**src/rtl/bus_write_arbiter.sv**
```systemverilog
`default_nettype none
// +----------------------------------------------------------------------------+
// | Module   : bus_write_arbiter                                               |
// | Purpose  : Round-robin arbiter and driver of the shared PE data bus.       |
// |            Grants one requesting PE per cycle, strobes the destination     |
// |            one cycle later and drives the word on the bus one cycle after. |
// | Revision : 1.0 - initial release                                           |
// +----------------------------------------------------------------------------+
module bus_write_arbiter #(
  parameter int NUM_PE       = 8,
  parameter int BUS_ADDR_LEN = 3,
  parameter int DATA_LEN     = 16,
  parameter int HOLDOFF      = 3
) (
  input  logic                           clk,
  input  logic                           rstn,
  input  logic                           stall,
  input  logic [NUM_PE-1:0]              valid_to_bus,
  input  logic [NUM_PE*DATA_LEN-1:0]     data_to_bus,
  input  logic [NUM_PE*BUS_ADDR_LEN-1:0] addr_to_bus,
  input  logic [NUM_PE*NUM_PE-1:0]       rd_buffer_full,
  output logic [NUM_PE-1:0]              wr_to_bus,
  output logic [NUM_PE-1:0]              rd_from_bus,
  output logic [DATA_LEN-1:0]            bus_data,
  output logic [BUS_ADDR_LEN-1:0]        bus_addr,
  output logic                           bus_valid,
  output logic                           drop_err
);

  localparam int PTR_W  = (NUM_PE > 1) ? $clog2(NUM_PE) : 1;
  localparam int HOLD_W = $clog2(HOLDOFF + 1);

  logic [PTR_W-1:0]        ptr;
  logic [HOLD_W-1:0]       holdoff [NUM_PE];
  logic [NUM_PE-1:0]       eligible;
  logic                    grant_any;
  logic [PTR_W-1:0]        grant_idx;
  logic [PTR_W-1:0]        cand;
  logic [BUS_ADDR_LEN-1:0] grant_dest;
  logic [DATA_LEN-1:0]     grant_data;

  // Stage 1: granted word waiting to be placed on the bus
  logic                    s1_valid;
  logic [BUS_ADDR_LEN-1:0] s1_src;
  logic [DATA_LEN-1:0]     s1_data;

  for (genvar s = 0; s < NUM_PE; s++) begin : g_elig
    logic [BUS_ADDR_LEN-1:0] dest;
    logic                    blocked;
    assign dest = addr_to_bus[s*BUS_ADDR_LEN +: BUS_ADDR_LEN];

    // A destination outside the PE range has no buffer, so it never blocks
    always_comb begin
      blocked = 1'b0;
      for (int d = 0; d < NUM_PE; d++) begin
        if (dest == BUS_ADDR_LEN'(d)) blocked = rd_buffer_full[d*NUM_PE + s];
      end
    end

    assign eligible[s] = valid_to_bus[s] & (holdoff[s] == '0) & ~stall & ~blocked;
  end

  // Round-robin search starting at ptr; the first eligible PE wins
  always_comb begin
    grant_any = 1'b0;
    grant_idx = '0;
    cand      = '0;
    for (int k = 0; k < NUM_PE; k++) begin
      cand = PTR_W'((int'(ptr) + k) % NUM_PE);
      if (!grant_any && eligible[cand]) begin
        grant_any = 1'b1;
        grant_idx = cand;
      end
    end
  end

  assign wr_to_bus  = grant_any ? (NUM_PE'(1) << grant_idx) : '0;
  assign grant_dest = addr_to_bus[grant_idx*BUS_ADDR_LEN +: BUS_ADDR_LEN];
  assign grant_data = data_to_bus[grant_idx*DATA_LEN +: DATA_LEN];

  // Pointer advance past the winner and per-PE holdoff countdown
  always_ff @(posedge clk or negedge rstn) begin
    if (!rstn) begin
      ptr <= '0;
      for (int i = 0; i < NUM_PE; i++) holdoff[i] <= '0;
    end else begin
      if (grant_any) begin
        ptr <= (grant_idx == PTR_W'(NUM_PE - 1)) ? '0 : grant_idx + 1'b1;
      end
      for (int i = 0; i < NUM_PE; i++) begin
        if (grant_any && (grant_idx == PTR_W'(i))) holdoff[i] <= HOLD_W'(HOLDOFF);
        else if (holdoff[i] != '0)                 holdoff[i] <= holdoff[i] - 1'b1;
      end
    end
  end

  // Grant cycle: capture the word and raise the destination strobe (or the drop flag)
  always_ff @(posedge clk or negedge rstn) begin
    if (!rstn) begin
      s1_valid    <= 1'b0;
      s1_src      <= '0;
      s1_data     <= '0;
      rd_from_bus <= '0;
      drop_err    <= 1'b0;
    end else begin
      s1_valid    <= grant_any;
      rd_from_bus <= '0;
      drop_err    <= 1'b0;
      if (grant_any) begin
        s1_src  <= BUS_ADDR_LEN'(grant_idx);
        s1_data <= grant_data;
        if (int'(grant_dest) < NUM_PE) rd_from_bus <= NUM_PE'(1) << grant_dest;
        else                           drop_err    <= 1'b1;
      end
    end
  end

  // Strobe cycle: put the word on the bus; data/addr hold while idle
  always_ff @(posedge clk or negedge rstn) begin
    if (!rstn) begin
      bus_valid <= 1'b0;
      bus_data  <= '0;
      bus_addr  <= '0;
    end else begin
      bus_valid <= s1_valid;
      if (s1_valid) begin
        bus_data <= s1_data;
        bus_addr <= s1_src;
      end
    end
  end

endmodule
`default_nettype wire

```
**config.mk**
```make
export PLATFORM = sky130hd
export DESIGN_NAME = bus_write_arbiter
export DESIGN_NICKNAME = d
export VERILOG_FILES = /design/src/rtl/bus_write_arbiter.sv
export SDC_FILE = /design/constraint.sdc
export NUM_CORES = 1
export LEC_CHECK = 0
export CORE_MARGIN = 2
export CORE_UTILIZATION = 30
export DETAILED_ROUTE_END_ITERATION = 6
export PLACE_DENSITY = 0.71
export SYNTH_ARGS = -nofsm -noshare
export SYNTH_HDL_FRONTEND = slang
export SYNTH_SLANG_ARGS = --single-unit
```
**constraint.sdc**
```tcl
create_clock -name clk -period 13.5 [get_ports clk]
set_input_delay 4.05 -clock clk [delete_from_list [all_inputs] [get_ports clk]]
set_output_delay 4.05 -clock clk [all_outputs]
set_load 0.05 [all_outputs]
```
==> results_dict.tcl <==
set metrics [dict create \
    htree_levels 3 \
    synthAdderAreaFrac_pct 3.18 \
    via_per_inst 5.34 \
    grt_setup_unrepaired "no" \
    async_flop_share_pct 100 \
    portBuffers 262 \
    synth_top_family_by_area "multiplexers" \
    post-cts-setup-buffers 0 \
    cellPowerDensity_nw_per_um2 286 \
    clockRootBuffer "clkbuf_16" \
    antenna_found_initial 0 \
    numCtsBuffers 9 \
    hpwlAfterDp_um 18300 \
    placed_area_um2 9130 \
    max_slew_margin_pct 23.0 \
    ys_seq_elements 67 \
    finalInstanceArea_um2 9460 \
    cap_viol_max_count 0 \
    grt_usage_pct 20.0 \
    gr-total-overflow 0 \
    ys_seq_area_share_pct 26.6 \
    critPathTopFamily "multiplexers" \
    peakVddDrop_mv 0.166 \
    avgSynthCellArea_um2 8.87 \
    die_w_um 149 \
    clkLatencyLatePin_ps 320 \
    fp.dieH_um 149 \
    final_nets 1187 \
    postCtsHoldBufs 0 \
    synth-compound-area-share_pct 17.9 \
    dr.pass1.iters 5 \
    yosys.area.top_type "dfrtp_1" \
    path_class "input port to primary output" \
    syn_area_um2 6290 \
    cp_max_fo 7 \
    yosys.area_share.simple_pct 17.5 \
    final_util_pct 46.3 \
    critPathBufInv 3 \
    fin_crit_ps 12340 \
    grt_pass1_wl_um 34800 \
    wl_per_cell_um 18.7 \
    yosysWarningCount 0 \
    place_congestion 1.03 \
    cts_buffer_depth 2 \
    tritoncts "built" \
    fin_skew_ps 7.07 \
    row_count 52 \
    worst_slew_pin_slew_ps 1150 \
    cts_resized 0 \
    drive_gt1_share_pct 10.9 \
    final-hold-violation-count 0 \
    io_pins 264 \
    clkTransAtPathRegs_ps 60 \
    yosys-top-cells-count "nand2_1 (123), mux2i_1 (80), dfrtp_1 (67)" \
    synthMuxAreaShare_pct 27.2 \
    synthTopCellsByArea "dfrtp_1 (27%), mux2i_1 (13%), mux4_2 (8.9%)" \
    cp-end-kind "primary output" \
    ys_types 72 \
    cp_data_required_time_ps 9450 \
    vias 6511 \
    initialDrtViolationCount 480 \
    critical-path-slowest-cell "clkdlybuf4s50_1" \
    hp-class "flop to flop" \
    max_stage_delay_ps 580 \
    initial_core_util_pct 30.8 \
    status "complete, no violations" \
    leakagePower_nw 3.93 \
    synth_edf_count 0 \
    worst_slack_ps 1160 \
    final_cells 1219 \
    yosysTopAreaCellShare_pct 26.6 \
    ant_nets 0 \
    dpl.cell_count 1203 \
    setup_viol 0 \
    fin_tns_setup_ps 0 \
    grt_max_degree 68 \
    synth-main-ff-cell "dfrtp_1" \
    path_cells "clkdlybuf4s50_1 > mux2_2 > mux4_2 > nand3b_1 > o21ai_0 > mux4_2 > a21oi_1 > a211o_1 > o21ai_0 > a22o_1 > clkinv_1 > ha_1 > and2_1 > buf_4" \
    synth_xor_area_share_pct 1.53 \
    die-area_um2 22100 \
    synth_nets 952 \
    place_ws_ps 1180 \
    min_period_over_period_pct 91.4 \
    syn_to_final_growth_pct 50.4 \
    drc 0 \
    report.final.slew_viol_count 0 \
    core-area_um2 20400 \
    syn_inst 709 \
    fmax_mhz 81.0 \
    synth.most_common_cell "nand2_1" \
    cp-start-kind "input port" \
    numClockSinks 67 \
    n_antenna_cell 0 \
    drt-total-wl_um 22800 \
    arrival_ps 8290 \
    grt_pass1_vias 6424 \
]
## worst reg2reg max path: cells and delay by family, from the launching register on
| family | cells | cell delay [ps] |
|---|---|---|
| buf+inv | 4 | 1890 |
| compound gates | 5 | 1340 |
| mux | 1 | 680 |
| simple gates | 3 | 640 |
| fa+ha+maj | 1 | 590 |
| flops | 1 | 320 |
## registers in the layout, indices dropped and copies added, names as in the netlist
name         count
s1_data         16
s1_valid         1
bus_addr         3
holdoff         16
ptr              3
s1_src           3
bus_data        16
rd_from_bus      8
bus_valid        1
## per-layer routing
metal / up-vias / GRT usage [%] / routed length, um
li1: 3103 / - / -
met4: 0 / 4.24 / 365
met2: 305 / 33.4 / 10900
met5: - / 0 / 0
met1: 3082 / 26.4 / 9710
met3: 21 / 4.65 / 1850
## logic make-up (layout without fill, tap and decap cells)
family,Yosys count,count (layout)
AOI/OAI and AO/OA,150,150
xor gates and xnor gates,11,11
adders and majority gates,16,16
buffers and inverters,88,328
DFF,67,67
muxes,136,136
other,1,1
and+or+nand+nor,240,240
## per-stage QoR
| step | hold WS [ps] | power, mW |
|---|---|---|
| floorplan | 352 | 1.85 |
| global placement | 447 | 2.44 |
| detailed placement | 454 | 2.45 |
| CTS | 469 | 2.72 |
| global route | 496 | 2.93 |
| finish | 471 | 2.71 |
## report_power, final
group / switching [mW] / total, mW / internal (mW)
Sequential: 0.0656 / 0.386 / 0.320
Combinational: 1.26 / 2.06 / 0.803
Clock: 0.0863 / 0.259 / 0.172
## area by class of cell
class	count	area, um^2
tap	270	338
clock inverter	5	83.8
multi-input combinational	554	4250
inverter	41	154
sequential	67	1680
clock buffer	11	253
fill	1954	11000
timing repair buffer	271	2700
## path summary, 6_finish.rpt
| kind | from | endpoint | slack, ps | cells after the start |
|---|---|---|---|---|
| worst min register to register | s1_data[10] | s1_data[10] | 470 | 2 |
| min in group asynchronous | rstn | bus_data[0] | 3890 | 2 |
| worst max-delay path | addr_to_bus[17] | wr_to_bus[5] | 1160 | 14 |
| worst max register to register | ptr[0] | s1_data[13] | 7910 | 14 |
| worst min-delay path | s1_data[10] | s1_data[10] | 470 | 2 |
| max in group asynchronous | rstn | ptr[1] | 9010 | 2 |
## layout by cell type, fill, tap and decap left out, drive strengths merged, types with 4 or more instances in the layout
cell / count
and2: 7
nor2b: 14
a21oi: 23
a31oi: 5
ha: 16
clkbuf: 11
a22oi: 7
a211oi: 18
o211ai: 5
buf: 18
a221oi: 6
or2: 5
clkinv: 4
a211o: 12
nand2: 123
mux4: 25
o21ai: 17
nand2b: 6
o41ai: 8
nand3: 21
mux2: 31
nor2: 31
nand4: 4
xor2: 9
clkdlybuf4s50: 253
a32oi: 14
nor3: 19
o22ai: 6
mux2i: 80
inv: 38
dfrtp: 67
Power figures use the tool's default switching activity.
